--- config.mk ---
export PLATFORM = sky130hd
export DESIGN_NAME = ks_sum_capture
export DESIGN_NICKNAME = d
export VERILOG_FILES = /design/src/rtl/ks_sum_capture.sv
export SDC_FILE = /design/constraint.sdc
export NUM_CORES = 1
export LEC_CHECK = 0
export ABC_AREA = 1
export CAP_MARGIN = 20
export CORE_MARGIN = 3
export CORE_UTILIZATION = 24
export DETAILED_ROUTE_END_ITERATION = 16
export GPL_TIMING_DRIVEN = 1
export HOLD_SLACK_MARGIN = 0.05
export PLACE_DENSITY = 0.51
export SLEW_MARGIN = 10
export SYNTH_ARGS = -nofsm -noshare
export SYNTH_HDL_FRONTEND = slang
export SYNTH_SLANG_ARGS = --single-unit
export TNS_END_PERCENT = 10
--- constraint.sdc ---
create_clock -name clk -period 3 [get_ports clk]
set_input_delay 0.6 -clock clk [delete_from_list [all_inputs] [get_ports clk]]
set_output_delay 0.6 -clock clk [all_outputs]
set_load 0.005 [all_outputs]
--- src/rtl/ks_sum_capture.sv ---
// Registered capture stage behind the Kogge-Stone sum stage: 2-entry skid buffer with valid/ready on both sides.
// Optional KS_CAPTURE_FLAGS_EN adds per-result zero_o / ovf_o flags that travel with each entry.
module ks_sum_capture #(
   parameter int WIDTH = 16,
   parameter int CNT_W = 16
) (
   input  logic             clk,
   input  logic             rst_n,
   input  logic             s_valid,
   output logic             s_ready,
   input  logic [WIDTH-1:0] sum_i,
   input  logic             cout_i,
   input  logic             a_msb_i,
   input  logic             b_msb_i,
   output logic             m_valid,
   input  logic             m_ready,
   output logic [WIDTH-1:0] sum_o,
   output logic             cout_o,
`ifdef KS_CAPTURE_FLAGS_EN
   output logic             zero_o,
   output logic             ovf_o,
`endif
   output logic [CNT_W-1:0] res_cnt_o
);

`ifdef KS_CAPTURE_FLAGS_EN
   localparam int ENT_W = WIDTH + 3;
`else
   localparam int ENT_W = WIDTH + 1;
`endif

   typedef enum logic [1:0] {
      ST_EMPTY = 2'd0,
      ST_ONE   = 2'd1,
      ST_FULL  = 2'd2
   } state_t;

   state_t            state_r;
   logic [ENT_W-1:0]  main_r;
   logic [ENT_W-1:0]  skid_r;
   logic [ENT_W-1:0]  in_ent_s;
   logic              s_ready_r;
   logic              m_valid_r;
   logic [CNT_W-1:0]  res_cnt_r;
   logic              in_xfer_s;
   logic              out_xfer_s;

`ifdef KS_CAPTURE_FLAGS_EN
   // Entry layout {ovf, zero, cout, sum}; flags are derived from the raw sum-stage inputs.
   function automatic logic [ENT_W-1:0] pack_entry(
      input logic [WIDTH-1:0] sum,
      input logic             cout,
      input logic             a_msb,
      input logic             b_msb
   );
      logic zero_v;
      logic ovf_v;
      zero_v = (sum == {WIDTH{1'b0}});
      ovf_v  = (a_msb == b_msb) && (sum[WIDTH-1] != a_msb);
      return {ovf_v, zero_v, cout, sum};
   endfunction

   assign in_ent_s = pack_entry(sum_i, cout_i, a_msb_i, b_msb_i);
   assign zero_o   = main_r[WIDTH+1];
   assign ovf_o    = main_r[WIDTH+2];
`else
   // Operand MSBs only feed the optional overflow flag.
   function automatic logic [ENT_W-1:0] pack_entry(
      input logic [WIDTH-1:0] sum,
      input logic             cout
   );
      return {cout, sum};
   endfunction

   logic unused_msb_s;
   assign unused_msb_s = a_msb_i ^ b_msb_i;
   assign in_ent_s     = pack_entry(sum_i, cout_i);
`endif

   assign in_xfer_s  = s_valid && s_ready_r;
   assign out_xfer_s = m_valid_r && m_ready;

   assign s_ready    = s_ready_r;
   assign m_valid    = m_valid_r;
   assign sum_o      = main_r[WIDTH-1:0];
   assign cout_o     = main_r[WIDTH];
   assign res_cnt_o  = res_cnt_r;

   // Occupancy FSM with the main/skid storage, registered handshakes and delivered-result counter.
   always_ff @(posedge clk or negedge rst_n) begin
      if (!rst_n) begin
         state_r   <= ST_EMPTY;
         main_r    <= {ENT_W{1'b0}};
         skid_r    <= {ENT_W{1'b0}};
         s_ready_r <= 1'b0;
         m_valid_r <= 1'b0;
         res_cnt_r <= {CNT_W{1'b0}};
      end else begin
         if (out_xfer_s) begin
            res_cnt_r <= res_cnt_r + CNT_W'(1'b1);
         end else begin
            res_cnt_r <= res_cnt_r;
         end

         case (state_r)
            ST_EMPTY: begin
               s_ready_r <= 1'b1;
               if (in_xfer_s) begin
                  main_r    <= in_ent_s;
                  m_valid_r <= 1'b1;
                  state_r   <= ST_ONE;
               end else begin
                  m_valid_r <= 1'b0;
                  state_r   <= ST_EMPTY;
               end
            end
            ST_ONE: begin
               case ({in_xfer_s, out_xfer_s})
                  2'b10: begin
                     skid_r    <= in_ent_s;
                     s_ready_r <= 1'b0;
                     m_valid_r <= 1'b1;
                     state_r   <= ST_FULL;
                  end
                  // Deliver and replace in the same edge keeps full throughput.
                  2'b11: begin
                     main_r    <= in_ent_s;
                     s_ready_r <= 1'b1;
                     m_valid_r <= 1'b1;
                     state_r   <= ST_ONE;
                  end
                  2'b01: begin
                     s_ready_r <= 1'b1;
                     m_valid_r <= 1'b0;
                     state_r   <= ST_EMPTY;
                  end
                  default: begin
                     s_ready_r <= 1'b1;
                     m_valid_r <= 1'b1;
                     state_r   <= ST_ONE;
                  end
               endcase
            end
            ST_FULL: begin
               m_valid_r <= 1'b1;
               if (out_xfer_s) begin
                  main_r    <= skid_r;
                  s_ready_r <= 1'b1;
                  state_r   <= ST_ONE;
               end else begin
                  s_ready_r <= 1'b0;
                  state_r   <= ST_FULL;
               end
            end
            default: begin
               s_ready_r <= 1'b1;
               m_valid_r <= 1'b0;
               state_r   <= ST_EMPTY;
            end
         endcase
      end
   end

endmodule

[Yosys cells after proc, flatten, opt, wreduce, memory -nomap -nowiden]
Index checks and enable logic that the tools add are counted.
Storage, ports and cells
  register bits: 54
  output and inout port bits: 35
  word-level logic and storage cells: 35
Cells by class
  $add $sub $neg: 1
  equality and inequality tests: 8
  muxes and demuxes: 14
  reduce and logical (&&, ||, !) cells: 6
Operators with widths (number)
  17-bit two-way mux: 3
  17-bit one-hot mux with 3 select lines: 1
  16-bit by 1-bit adder with 16-bit output (second input constant): 1
  2-bit equality test (second input constant): 3
  2-bit one-hot mux with 3 select lines: 1
  1-bit two-way mux: 5
  2-bit by 1-bit equality test with 1-bit output (second input constant): 2
  2-bit != test (second input constant): 2
  2-bit one-hot mux with 2 select lines: 1
  4-bit AND reduction: 1
  1-bit one-hot mux with 3 select lines: 1
  3-bit nonzero test: 1
  1-bit logical AND: 2
  2-bit zero test: 1
  2-bit two-way mux: 1
  2-bit by 1-bit != test with 1-bit output (second input constant): 1
  1-bit one-hot mux with 2 select lines: 1
  2-bit AND reduction: 1

[Longest topological paths before layout]
  word-level depth: 4
  mapped depth: 9
  depth with buffers taken out: 8

[Worst setup path before layout]
OpenSTA, ideal clock, no wires.
  path kind: input to register
  from: in m_ready
  to: reg main_r[5]
  library setup time: 121 ps
  arrival time: 1491 ps
  data required time: 2879 ps
  path slack: 1388 ps
  cell stages on the path: 9
  buffers on the path: 1
  cells stage by stage: nand2_4 inv_1 ha_1 nand2_1 nand2_1 nand3_4 buf_6 nand2_2 o21ai_2
Between the ends
  longest elaborated chain between the ends: 4
  elaborated cells on any way between the ends: 5
Ends and longest elaborated chain
  from (decl): RTL line 16  | input logic m_ready,
  1-bit logical AND (*): RTL line 81  | assign out_xfer_s = m_valid_r && m_ready;
  2-bit equality test: RTL line 118  | case ({in_xfer_s, out_xfer_s})
  2-bit by 1-bit != test with 1-bit output (no source line)
  4-bit AND reduction (no source line) (*)
  to (signal assigned): RTL line 93  | main_r <= {ENT_W{1'b0}};
  to (signal assigned): RTL line 109  | main_r <= in_ent_s;
  to (signal assigned): RTL line 127  | main_r <= in_ent_s;
  to (decl): RTL line 39  | logic [ENT_W-1:0] main_r;
Mark *: on every way between the ends. The rest lies on a longest branch, timed or not.
A chain may end at the register's enable or synchronous reset.

[Worst setup path after layout]
  from: in m_ready
  to: reg main_r[2]
The elaborated chain is that of the path after synthesis.

==> results.yml <==
status:
  outcome: "finished clean"
clocking:
  numCtsBuffers: 5
  clock_path_buffers: 2
  cts_tree: "done"
  cts-root-buf: "clkbuf_8"
  clock-sinks: 54
  clkTransAtPathRegs_ns: 0.11
  htreeDepth: 2
  cts_resized: 0
  post_cts_buffers: 0
  cts_hold_buf: 0
  clk_latency_ns: 0.31
synthesis:
  ys_top_cells_by_area: "dfrtp_1 50%, nand2_1 8.9%, o21ai_2 5.5%"
  syn_inst: 298
  synth_cell_type_count: 27
  synth_seq_cells: 54
  ys_seq_area_share_pct: 50.3
  synth_fp_nets: 329
  async_flop_share_pct: 100
  synth_top_area_share_pct: 50.3
  synth_area_um2: 2690
  avgSynthCellArea_um2: 9.02
  synth_ff_type: "dfrtp_1"
  synth_top_area_cell: "dfrtp_1"
  synth_warnings: 0
  synth_edf_count: 0
global_route:
  grt_max_degree: 38
  grt_pass1_wl_mm: 10.0
  grt_pass1_vias: 2064
  grtUsageTotal_pct: 9.76
  antenna_found_initial: 0
  grt_overflow: 0
layout:
  fin_area_um2: 3460
  n_antenna_cell: 0
  fill_cells: 1138
  drive_gt1_share_pct: 14.4
  syn_to_final_growth_pct: 28.7
  post-route-util_pct: 31.8
  nNetsFinal: 385
die:
  die_w_um: 112
  start_util_pct: 24.7
  num_rows: 38
  ioPinCount: 58
  die_h_um: 112
  dieArea_um2: 12500
  coreArea_um2: 10900
routing:
  vias: 2036
  drtIter0Drc: 95
  vias_per_cell: 4.11
  drc_errors: 0
  wl_per_cell_um: 11.6
  drt_wl_total_mm: 5.76
  drtAntennaViolNets: 0
  first_pass_iters: 5
power:
  power.internal_uw: 1800
  swShare_pct: 38.0
  p_comb_share_pct: 43.9
  power_density_nw_per_um2: 838
  power_frac_seq_pct: 41.0
  power.share.clock_pct: 15.1
  peakVddDrop_mv: 0.342
  leakage_uw: 0.00163
  power.switching_uw: 1100
placed_design:
  gp_congestion: 0.886
  io_buffer_count: 55
  placed_area_um2: 3370
  place_hpwl_mm: 4.10
min_path:
  min_path_type: "in2async"
worst_setup_path:
  cp-endpoint: "main_r[2]"
  critPathTopFamily: "simple AND/OR/NAND/NOR gates"
  cpMaxStageDelayCell: "clkdlybuf4s50_1"
  crit_top_cell: "nand2_1"
  critPathBufInv: 2
  end_kind: "flop"
  critPathMaxStageDelay_ns: 0.50
  r2r_start: "m_valid"
  rr_worst_depth: 8
  reg2reg_to: "main_r[2]"
  required_ns: 3.18
  path_cells: "clkdlybuf4s50_1 -> nand2_4 -> inv_1 -> ha_1 -> nand2_1 -> nand2_1 -> nand3_4 -> nand2_1 -> o21ai_2"
  rrSetupSlack_ns: 1.10
  cp.arrival_ns: 2.45
  startpoint: "m_ready"
  path_class: "in2reg"
  critPathLaunchType: "input port"
  worst-path-stages: 9
  path_max_fanout: 34
sta:
  slew_headroom_pct: 40.2
  slew_viol_final: 0
  setup_viol: 0
  tightest_slew_ns: 0.897
  finalSetupTns_ns: 0
  min_period_ns: 2.27
  report.final.hold_viol_count: 0
  fmax_mhz: 441
  fin_skew_ns: 0.0118
  rsz0062_at_grt: "no"
  fin_crit_sh_pct: 75.6
flow_run:
  cap_violations: 0
## synthesized netlist by cell type (3+ instances only)
| cell type | count |
|---|---|
| nand2_4 | 3 |
| o21ai_2 | 17 |
| inv_1 | 37 |
| nand2_2 | 7 |
| o21ai_0 | 17 |
| a21oi_1 | 19 |
| ha_1 | 8 |
| nor2_2 | 4 |
| dfrtp_1 | 54 |
| nand4_1 | 4 |
| nand3_1 | 5 |
| buf_6 | 3 |
| nand2_1 | 64 |
| nor2_1 | 28 |
| buf_4 | 3 |
| nor2_4 | 4 |
| xnor2_1 | 5 |
| xor2_1 | 4 |
## worst min path at each step
stage,from,endpoint,slack (ns)
6_report,rst_n,res_cnt_o[1],0.40
5_1_grt,rst_n,res_cnt_o[0],0.46
4_1_cts,rst_n,res_cnt_o[0],0.43
3_5_place_dp,main_r[13],main_r[13],0.47
3_3_place_gp,skid_r[10],skid_r[10],0.47
2_1_floorplan,rst_n,m_valid,0.30
## per-stage QoR
step                      setup slack (ns)  std cells  hold WS [ns]  power, uW
after floorplan                       1.39        298         0.304       2040
after global placement               0.416        487         0.466       2480
after detailed placement             0.361        487         0.473       2510
after CTS                            0.691        495         0.428       2960
after global routing                 0.564        495         0.455       3180
final                                0.731        495         0.405       2900
## cell families (layout without fill, tap and decap cells)
group           after synthesis  count (layout)  share of synthesized area, %
simple gates                122             122                          21.8
flops                        54              54                          50.3
fa+ha+maj                     8               8                          3.72
buf+inv                      48             105                          8.05
compound gates               57              57                          13.3
xor+xnor                      9               9                          2.93
## power groups by stage
stage	sequential, uW	combinational, uW	clock, uW
finish	1190	1280	437
global route	1230	1460	495
CTS	1190	1310	464
detailed placement	1210	1300	0
global placement	1190	1280	0
floorplan	1190	858	0
## sequential cells by signal, indices dropped and copies added, names as in the netlist
signal     count
skid_r        17
m_valid        1
res_cnt_o     16
s_ready        1
state_r        2
main_r        17
## layout by cell type (no fill, tap or decap), types with 2 or more instances in the layout
cell type	n
a21oi_1	19
buf_4	4
clkbuf_8	6
clkdlybuf4s50_1	54
dfrtp_1	54
ha_1	8
inv_1	37
nand2_1	64
nand2_2	7
nand2_4	3
nand3_1	5
nand4_1	4
nor2_1	28
nor2_2	4
nor2_4	4
o211ai_1	2
o21ai_0	17
o21ai_2	17
xnor2_1	5
xor2_1	4
## routing by layer
| layer | share of wire (%) | up-vias | global-route usage [%] |
|---|---|---|---|
| met5 | 0 | - | 0 |
| met4 | 1.7 | 0 | 3.49 |
| met3 | 4.8 | 7 | 2.34 |
| met2 | 45 | 50 | 15.9 |
| met1 | 48 | 932 | 12.6 |
| li1 | - | 1047 | - |
## final cells by class
type,count,area (um2),share of cell area (%)
Multi-Input combinational cell,196,1120,32.4
Clock inverter,2,12.5,0.362
Timing Repair Buffer,59,576,16.6
Inverter,38,143,4.12
Sequential cell,54,1350,39.0
Tap cell,140,175,5.06
Clock buffer,6,82.6,2.39
(Power assumes the default switching activity.)
